**src/rtl/frame_buffer_writer.sv**
```systemverilog
// Assembles RGB444 pixels from a sync-prefixed byte stream and writes them
// sequentially into port A of the frame-buffer BRAM, with inter-byte timeout.
module frame_buffer_writer #(
  parameter int          IMG_W       = 320,
  parameter int          IMG_H       = 240,
  parameter int          ADDR_W      = 17,
  parameter logic [7:0]  SYNC_BYTE   = 8'hA5,
  parameter int          TIMEOUT_CYC = 1000000,
  parameter int          TO_W        = 20
) (
  input  logic              clk,
  input  logic              reset,
  input  logic [7:0]        in_data,
  input  logic              in_valid,
  output logic              in_ready,
  output logic              wr_en,
  output logic [ADDR_W-1:0] wr_addr,
  output logic [11:0]       wr_data,
  output logic              busy,
  output logic              frame_done,
  output logic              error
);

  localparam logic [ADDR_W-1:0] LAST_PIX = ADDR_W'(IMG_W * IMG_H - 1);
  localparam logic [TO_W-1:0]   TO_LAST  = TO_W'(TIMEOUT_CYC - 1);

  // Handshake: a byte transfers on any rising edge where in_valid && in_ready.
  // in_ready depends only on state, never on in_valid.
  typedef enum logic [2:0] {
    S_IDLE = 3'd0,
    S_HI   = 3'd1,
    S_LO   = 3'd2,
    S_WR   = 3'd3,
    S_DONE = 3'd4
  } state_t;

  state_t            state, state_next;
  logic [ADDR_W-1:0] pix, pix_next;
  logic [3:0]        red, red_next;
  logic [TO_W-1:0]   cnt, cnt_next;
  logic [ADDR_W-1:0] addr_next;
  logic [11:0]       data_next;
  logic              err_next;
  logic              wr_en_next;
  logic              done_next;
  logic              busy_next;
  logic              accept;
  logic              expired;

  assign in_ready = (state == S_IDLE) || (state == S_HI) || (state == S_LO);
  assign accept   = in_valid && in_ready;
  // An accepted byte on the limit cycle wins over the timeout.
  assign expired  = !accept && (cnt == TO_LAST);

  always_ff @(posedge clk or negedge reset) begin
    if (!reset) begin
      state      <= S_IDLE;
      pix        <= '0;
      red        <= '0;
      cnt        <= '0;
      wr_en      <= 1'b0;
      wr_addr    <= '0;
      wr_data    <= '0;
      busy       <= 1'b0;
      frame_done <= 1'b0;
      error      <= 1'b0;
    end else begin
      state      <= state_next;
      pix        <= pix_next;
      red        <= red_next;
      cnt        <= cnt_next;
      wr_en      <= wr_en_next;
      wr_addr    <= addr_next;
      wr_data    <= data_next;
      busy       <= busy_next;
      frame_done <= done_next;
      error      <= err_next;
    end
  end

  always_comb begin
    state_next = state;
    pix_next   = pix;
    red_next   = red;
    cnt_next   = cnt;
    addr_next  = wr_addr;
    data_next  = wr_data;
    err_next   = error;
    case (state)
      S_IDLE: begin
        cnt_next = '0;
        if (accept && (in_data == SYNC_BYTE)) begin
          state_next = S_HI;
          pix_next   = '0;
          err_next   = 1'b0;
        end
      end
      S_HI, S_LO: begin
        if (accept) begin
          cnt_next = '0;
          if (state == S_HI) begin
            red_next   = in_data[3:0];
            state_next = S_LO;
          end else begin
            addr_next  = pix;
            data_next  = {red, in_data};
            state_next = S_WR;
          end
        end else if (expired) begin
          cnt_next   = '0;
          err_next   = 1'b1;
          state_next = S_IDLE;
        end else begin
          cnt_next = cnt + 1'b1;
        end
      end
      S_WR: begin
        cnt_next = '0;
        if (pix == LAST_PIX) begin
          state_next = S_DONE;
        end else begin
          pix_next   = pix + 1'b1;
          state_next = S_HI;
        end
      end
      S_DONE: begin
        cnt_next   = '0;
        state_next = S_IDLE;
      end
      default: begin
        cnt_next   = '0;
        state_next = S_IDLE;
      end
    endcase
    // Registered status follows the state being entered.
    wr_en_next = (state_next == S_WR);
    done_next  = (state_next == S_DONE);
    busy_next  = (state_next == S_HI) || (state_next == S_LO) || (state_next == S_WR);
  end

endmodule

```
**config.mk**
```make
export PLATFORM = sky130hd
export DESIGN_NAME = frame_buffer_writer
export DESIGN_NICKNAME = d
export VERILOG_FILES = /design/src/rtl/frame_buffer_writer.sv
export SDC_FILE = /design/constraint.sdc
export NUM_CORES = 1
export LEC_CHECK = 0
export CORE_ASPECT_RATIO = 1.1
export CORE_MARGIN = 4
export CORE_UTILIZATION = 55
export CTS_CLUSTER_DIAMETER = 40
export CTS_CLUSTER_SIZE = 16
export DETAILED_ROUTE_END_ITERATION = 12
export PLACE_DENSITY = 0.79
export SYNTH_ARGS = -nofsm -noshare
export SYNTH_HDL_FRONTEND = slang
export SYNTH_SLANG_ARGS = --single-unit
```
**constraint.sdc**
```tcl
create_clock -name clk -period 2.3 [get_ports clk]
set_input_delay 0.46 -clock clk [delete_from_list [all_inputs] [get_ports clk]]
set_output_delay 0.46 -clock clk [all_outputs]
set_load 0.03 [all_outputs]
```
# Word-level counts from Yosys, hierarchy flattened
# Index checks and enable logic that the tools add are counted.
[classes] addsub=2 n_eq_ne=14 mux=16 bitwise=1 n_reduce_logical=16
[op_table] operator="20-bit 2-to-1 mux" n=3
[op_table] operator="17-bit 2-to-1 mux" n=2
[op_table] operator="17-bit case mux with 2 select lines" n=1
[op_table] operator="20-bit by 1-bit adder with 20-bit output (second input constant)" n=1
[op_table] operator="20-bit == test (second input constant)" n=1
[op_table] operator="17-bit by 1-bit adder with 17-bit output (second input constant)" n=1
[op_table] operator="17-bit == test (second input constant)" n=1
[op_table] operator="3-bit by 2-bit == test with 1-bit output (second input constant)" n=4
[op_table] operator="3-bit 2-to-1 mux" n=4
[op_table] operator="3-bit case mux with 3 select lines" n=1
[op_table] operator="3-bit AND reduction" n=3
[op_table] operator="8-bit == test (second input constant)" n=1
[op_table] operator="3-bit by 1-bit == test with 1-bit output (second input constant)" n=2
[op_table] operator="2-bit != test (second input constant)" n=3
[op_table] operator="1-bit logical OR" n=4
[op_table] operator="1-bit 2-to-1 mux" n=4
[op_table] operator="4-bit AND reduction" n=1
[op_table] operator="2-bit nonzero test" n=2
[op_table] operator="3-bit == test (second input constant)" n=1
[op_table] operator="1-bit logical AND" n=3
[op_table] operator="3-bit zero test" n=1
[op_table] operator="2-bit by 1-bit != test with 1-bit output (second input constant)" n=1
[op_table] operator="1-bit case mux with 2 select lines" n=1
[op_table] operator="2-bit OR reduction" n=1
[op_table] operator="other kinds (2)" n=2
[word_totals] ff_bits=77 input_bits=11 out_inout_bits=34 word_cells=59

# Longest topological paths before layout
# Gate-level depths: netlist (run 1).
[depth] depth_word=12 ltp_mapped=6

# Least setup slack after synthesis (run 1)
# OpenSTA, ideal clock, no wires.
[synth_path] path_kind="reg2reg" start="reg cnt[0]" end="reg cnt[18]" setup_ns=0.078 arrival_time_ns=1.875 setup_slack_ns=0.347 stages_incl_launch_ff=7 synth_period_minus_slack_ns=1.953 cell_sequence="dfrtp_1 ha_1 nand2_1 or4_1 buf_2 or4_1 a21oi_1"
[synth_between] elab_chain_len=5
[synth_rtl] element="start, declared" line_no="40" text="logic [TO_W-1:0] cnt, cnt_next;"
[synth_rtl] element="start signal, assigned" line_no="71" text="cnt <= cnt_next;"
[synth_rtl] element="branches (longest 2 deep; another with 20-bit by 1-bit adder with 20-bit output)"
[synth_rtl] element="20-bit 2-to-1 mux *" line_no="109" text="end else if (expired) begin"
[synth_rtl] element="20-bit 2-to-1 mux *" line_no="99" text="if (accept) begin"
[synth_rtl] element="20-bit 2-to-1 mux *" line_no="89" text="case (state)"
[synth_rtl] element="via cnt_next[18]" line_no="40"
# Mark *: on every way through the listed nets, which the timed path passes.
# A chain may end at the register's enable or synchronous reset.

# Final worst setup path (run 1)
[layout_path] start="reg state[2]" end="out in_ready"
[layout_between] elab_chain_len=3
[layout_rtl] element="start, declared" line_no="37" text="state_t state, state_next;"
[layout_rtl] element="start signal, assigned" line_no="68" text="state <= state_next;"
[layout_rtl] element="3-bit by 1-bit == test with 1-bit output or 3-bit zero test (tied branches)" line_no="50" text="assign in_ready = (state == S_IDLE) || (state == S_HI) || (state == S_LO);"
[layout_rtl] element="1-bit logical OR" line_no="50"
[layout_rtl] element="1-bit logical OR *" line_no="50"
[layout_rtl] element="end, declared" line_no="15" text="output logic in_ready,"
# Mark *: on every way between the ends. The rest lies on a longest branch, timed or not.

==> results.md, run 1 <==
* Sequential share of the synthesized area at 0.548
* Clk_lat worst skew at 340 ps
* Hold WC Path Type: primary input to async pin
* PortBufs at 44
* Die ar. at 7740 µm²
* Outcome: complete, no violations
* Critical path data required time at 1840 ps
* Syn Inst Count at 314
* CP Launch Type: register
* Slew at the pin closest to its max-slew limit at 500 ps
* Final Util at 0.692
* FP Rows at 30
* Synthesis-stage register bit count at 77
* Avg Inst Size Synth at 11.2 µm²
* Initial Util at 0.568
* Wl on met1 at 3010 µm
* WL final at 7090 µm
* Unrepaired setup endpoints after global routing: no
* Register area at 1930 µm²
* Root buffer cell: clkbuf_8
* First-pass GRT wire length at 12100 µm
* Area occupied by multi-input gates at 1510 µm²
* Yosys cell types at 47
* Chip Height at 91.9 µm
* Clk pwr share at 0.210
* Seq pwr share at 0.422
* DR WL met2 at 3660 µm
* Largest net degree at the start of global routing at 41
* Layout cells sized above 1 at 0.177
* Crit Reg-Reg Startpoint: cnt[0]
* Setup_tns at 0 ps
* Vias per cell at 5.87
* Post-DP HPWL at 4870 µm
* Vias in the first global route at 2653
* Global Route Usage Sum at 0.194
* Residual DRC count at 0
* Top_reg_cell synth: dfrtp_1
* Switch share at 0.360
* Post-CTS Resized at 0
* Slew margin rel. at 0.667
* TritonCTS clock tree: built
* Ys Warns at 0
* Most frequent cells in the layout: dfrtp_1 (77), clkdlybuf4s50_1 (43), mux2_2 (33), nand2_1 (21), a21oi_1 (20)
* Postcts setup bufs at 0
* WL/cell at 15.8 µm
* Leakage at 1.73 nW
* Ports at 45
* Final ANT Viol Nets at 0
* Antenna Cells at 0
* Cts hold-fix bufs at 0
* Clk sinks at 77
* Reg-to-Reg End: cnt[18]
* Final worst setup slack at 112 ps
* Area Growth Syn to Fin at 21.8%
* Worst Path Class, Setup: register to output pin
* Tcrit/Tclk final at 0.951
* Commonest non-fill, non-tap cell in the layout: dfrtp_1
* Psw at 1.70 mW
* Clk pin slew, worst setup/hold paths at 80 ps
* Final net count at 376
* CTS H-tree depth at 3
* Die width at 84.3 µm
* PwrDens at 1100 nW/µm²
* Metal3 WL at 312 µm
* Worst Path Max Fanout at 9
* R2R cell count at 5
* Initial antenna violation count at 0
* Logic pwr share at 0.368
* Pre-CTS setup slack at 185 ps
* Initial DRC Count at 135
* Final Skew at 9.31 ps
* # fillers at 470
* Final Hold Fails at 0
* Vias at 2629
* Arrival @ worst endpoint at 1730 ps
* Final RePlAce weighted congestion at 0.780
* Reg2Reg Setup Slack at 220 ps
* Gr ovfl total at 0
* P_int at 3.03 mW
* DRT Pass-1 Iters at 4
* CTS max path bufs at 2
* Max Slew Vio Count at 0
* # Max-Cap Violations at 0
* Core box area at 6190 µm²
* Final setup fails at 0
* Post-synth EDFFs at 0
* Peak VDD IR at 666 µV
* Syn_nets at 327
* CP endpoint kind: output pin
* Post-synth ARST share at 1.00
* Synthesized area at 3520 µm²
* DR top layer: met4
* Fmax at 0.457 GHz
* Min Tclk post-route at 2190 ps
* CTS Buf Count at 9
-- critical path: stages, from the launching register on --
cell	delay (ps)
dfrtp_1	500
a21oi_1	190
clkdlybuf4s50_1	700
-- synthesized netlist by cell type, types with 2 or more instances --
master     n  area, µm²
mux2i_1    8       80.1
nand3_1   10       50.1
and3b_1    2       17.5
inv_1      8       30.0
and2_1     2       12.5
dfrtp_1   77       1930
o21ai_1    3       15.0
ha_1       2       25.0
clkbuf_1  13       48.8
o21ai_0   11       55.1
a21oi_1   20        100
nor4b_1    2       17.5
nand2_1   21       78.8
xor2_1     5       43.8
nand4_1   12       75.1
and3_1     5       31.3
or3_1     11       68.8
nor4bb_1   3       30.0
o31ai_1    3       22.5
buf_2      3       15.0
mux2_2    33        372
or4_1      3       22.5
nor2_1    17       63.8
o211ai_1   2       15.0
xnor2_1    7       61.3
nor4_1     2       12.5
and4_1     4       35.0
nor3_1     6       30.0
-- cell type report --
cell class              instances  area share
clock inverters                 6      0.0149
multi-input cells             213       0.353
clock buffers                  10      0.0298
repair buffers                 54       0.123
inverters                       8     0.00701
well taps                      80      0.0234
flip-flops and latches         77       0.450
-- layer usage --
layer,vias to the layer above,GRT usage
met2,60,0.336
met4,0,0.0751
met5,-,0
li1,1238,-
met3,9,0.0512
met1,1322,0.229
-- per-stage QoR --
step	hold WS, ps	instances	cell area [µm²]	total power [mW]
2_1_floorplan	164	314	3520	3.05
3_3_place_gp	468	432	4100	3.72
3_5_place_dp	468	432	4100	3.78
4_1_cts	92.2	448	4290	4.79
5_1_grt	109	448	4290	5.02
6_report	72.9	448	4290	4.73
-- state kept, by name (all words and copies together), names as in the netlist --
register / cells
busy: 1
pix: 17
state: 3
wr_data: 12
cnt: 20
wr_addr: 17
red: 4
error: 1
wr_en: 1
frame_done: 1
-- power groups by stage --
| stage | clock network (mW) | logic, mW | registers [mW] |
|---|---|---|---|
| 2_1_floorplan | 0 | 0.663 | 2.39 |
| 3_3_place_gp | 0 | 1.72 | 2.00 |
| 3_5_place_dp | 0 | 1.76 | 2.02 |
| 4_1_cts | 1.02 | 1.77 | 2.00 |
| 5_1_grt | 1.09 | 1.88 | 2.05 |
| 6_report | 0.992 | 1.74 | 2.00 |
-- worst max-delay path by stage --
stage,start,endpoint,cells past startpoint
after floorplan,cnt[0],cnt[18],6
after global placement,in_valid,wr_addr[4],4
after detailed placement,in_valid,wr_addr[16],4
after CTS,state[2],in_ready,2
after global routing,state[2],in_ready,2
final,state[2],in_ready,2
-- kinds of logic after synthesis --
| logic type | after synthesis | synth area share |
|---|---|---|
| flops | 77 | 0.548 |
| xor+xnor | 12 | 0.0299 |
| mux | 41 | 0.128 |
| buf+inv | 24 | 0.0267 |
| simple gates | 110 | 0.180 |
| fa+ha+maj | 2 | 0.00711 |
| compound gates | 48 | 0.0807 |
(Power assumes the default switching activity.)
==> run 2, diff against run 1 <==
Settings changed: CORE_MARGIN 4 to default, SKIP_LAST_GASP from default to 1.
==> run 2 against run 1 <==
Compared with the run above:
- core utilization is 1.2 points higher
- global-route usage rose by 2.4 points
- critical endpoint is now cnt[18]
- sequential share of layout area shrank 0.52 points
- largest cell class unchanged
- clock skew up 1.8 ps
- die area is 13% lower
- non-clock buffer count rose by 1
- routed wire length down 5.6%
- register-to-register slack worse by 40 ps
==> results.md, run 2 (synthesis gave the netlist of run 1 again) <==
* Hold WC Path Type: register to register
* Crit path top cell by count: or4_1
* Residual DRC count at 0 (unchanged)
* Worst path top cell family by delay: simple AND/OR/NAND/NOR gates
* CP Launch Type: register
* Placed instance area at 4110 µm² (+0.31%)
* Max Slew Vio Count at 0 (unchanged)
* Worst path bufs/invs at 0 (-1)
* Ports at 45 (unchanged)
* Gr ovfl total at 0 (unchanged)
* CTS H-tree depth at 3 (unchanged)
* FP Rows at 30 (unchanged)
* TritonCTS clock tree: built
* GR Layer Usage met1 at 0.261 (+0.0327)
* Min Tclk post-route at 2120 ps (-69.8 ps)
* First-pass GRT wire length at 11300 µm (-6.3%)
* Most frequent cells in the layout: dfrtp_1 (77), clkdlybuf4s50_1 (42), mux2_2 (33), nand2_1 (21), a21oi_1 (20)
* Slowest cell on the critical path: or4_1
* Tcrit/Tclk final at 0.921 (-0.0304)
* Post-DP HPWL at 4580 µm (-6.0%)
* Top Registers: cnt: 20 flops, pix: 17 flops, wr_addr: 17 flops
* PwrDens at 1120 nW/µm² (+1.1%)
* Final worst setup slack at 182 ps (+69.8 ps)
* Fmax at 0.472 GHz (+3.3%)
* Final RePlAce weighted congestion at 0.775 (-0.58%)
* Worst-path cell chain: ha_1, nand2_1, or4_1, or4_1, a21oi_1
* Leakage at 1.75 nW (+1.2%)
* Layout cells sized above 1 at 0.173 (-0.00319)
* Chip Height at 85.9 µm (-6.5%)
* Setup_tns at 0 ps (unchanged)
* Clk sinks at 77 (unchanged)
* Die ar. at 6720 µm² (-13%)
* Final ANT Viol Nets at 0 (unchanged)
* Initial DRC Count at 104 (-23%)
* Root buffer cell: clkbuf_8
* Final net count at 377 (+0.27%)
* CP endpoint kind: register
* Core box area at 6160 µm² (-0.61%)
* Pre-CTS setup slack at 215 ps (+29.9 ps)
* Vias per cell at 5.77 (-1.7%)
* WL final at 6700 µm (-5.6%)
* Grt met2 use at 0.372 (+0.0362)
* Commonest non-fill, non-tap cell in the layout: dfrtp_1
* Die width at 78.3 µm (-7.1%)
* Largest net degree at the start of global routing at 61 (+49%)
* Slew at the pin closest to its max-slew limit at 420 ps (-79.5 ps)
* DRT Pass-1 Iters at 4 (unchanged)
* Outcome: complete, no violations
* Unrepaired setup endpoints after global routing: no
* Arrival @ worst endpoint at 2390 ps (+660 ps)
* Gr busiest metal: met2
* PortBufs at 44 (unchanged)
* Met3 Usage GRT at 0.0415 (-0.00972)
* # Max-Cap Violations at 0 (unchanged)
* Clk pin slew, worst setup/hold paths at 80 ps (about the same)
* Top reg by flops: cnt
* Global Route Usage Sum at 0.218 (+0.0242)
* Critical path data required time at 2580 ps (+740 ps)
* Worst Path Class, Setup: register to register
* Slew margin rel. at 0.718 (+0.0511)
* Area Growth Syn to Fin at 23.3%
* Peak VDD IR at 726 µV (+9.1%)
* CP max stage delay at 600 ps (-100 ps)
* Vias at 2590 (-1.5%)
* Final setup fails at 0 (unchanged)
* WL/cell at 14.9 µm (-5.8%)
* Final Hold Fails at 0 (unchanged)
* Vias in the first global route at 2470 (-6.9%)
* Worst Path Max Fanout at 7 (-2)
* Postcts setup bufs at 0 (unchanged)
* CTS max path bufs at 2 (unchanged)
* Initial antenna violation count at 0 (unchanged)
* Max reg flops at 20 (unchanged)
* Clk_lat worst skew at 360 ps (+20 ps)
* Initial Util at 0.572 (+0.00346)
* CTS Buf Count at 9 (unchanged)
* Fin area at 4340 µm² (+1.2%)
* Final Skew at 11.1 ps (+1.83 ps)
* Antenna Cells at 0 (unchanged)
* Final Util at 0.704 (+0.0124)
run 2: worst register-to-register path: cells and delay by family (launching register included):
kind	cells	cell delay (ps)
AND/OR/NAND/NOR	3	1210
adder cells (fa/ha/maj)	1	270
AO/OA/AOI/OAI	1	160
flip-flops	1	410
run 2: repair_timing:
item                                    in CTS  in global routing
endpoints found under the hold margin       17                  0
hold buffers                                 1                  0
endpoints found under the setup margin       0                  1
gates resized for setup                      0                  1
run 2: cell type report:
type	instances	area, µm²
fill	447	1820
multi-input combinational	213	1510
inverter	8	30.0
tap	80	100
clock buffer	11	131
sequential	77	1930
clock inverter	5	85.1
timing repair buffer	55	551
run 2: final timing paths:
| kind | end | depth (start not counted) | slack, ps | start |
|---|---|---|---|---|
| max in group asynchronous | cnt[0] | 3 | 1210 | reset |
| setup / recovery | cnt[18] | 5 | 180 | cnt[0] |
| min in group asynchronous | wr_addr[3] | 2 | 510 | reset |
| hold reg to reg | pix[5] | 1 | 500 | pix[5] |
| setup reg to reg | cnt[18] | 5 | 180 | cnt[0] |
| hold / removal | pix[5] | 1 | 500 | pix[5] |
run 2: where the power goes:
group	internal [mW]	switching [mW]	total (mW)	leakage [nW]
registers	1.72	0.262	1.98	0.913
clock network	0.615	0.502	1.12	0.104
logic	0.814	0.930	1.74	0.735
total	3.15	1.69	4.84	1.75
run 2: stage by stage:
step                cells  hold WS, ps  total power, mW
global route          449          512             5.09
detailed placement    432          347             3.77
global placement      432          344             3.71
finish                449          499             4.84
floorplan             314          164             3.05
CTS                   449          501             4.88
run 2: routing by layer:
metal | share of wire | up-vias
met2 | 0.52 | 46
met3 | 0.031 | 15
met1 | 0.44 | 1286
met5 | 0 | -
met4 | 0.017 | 0
li1 | - | 1243
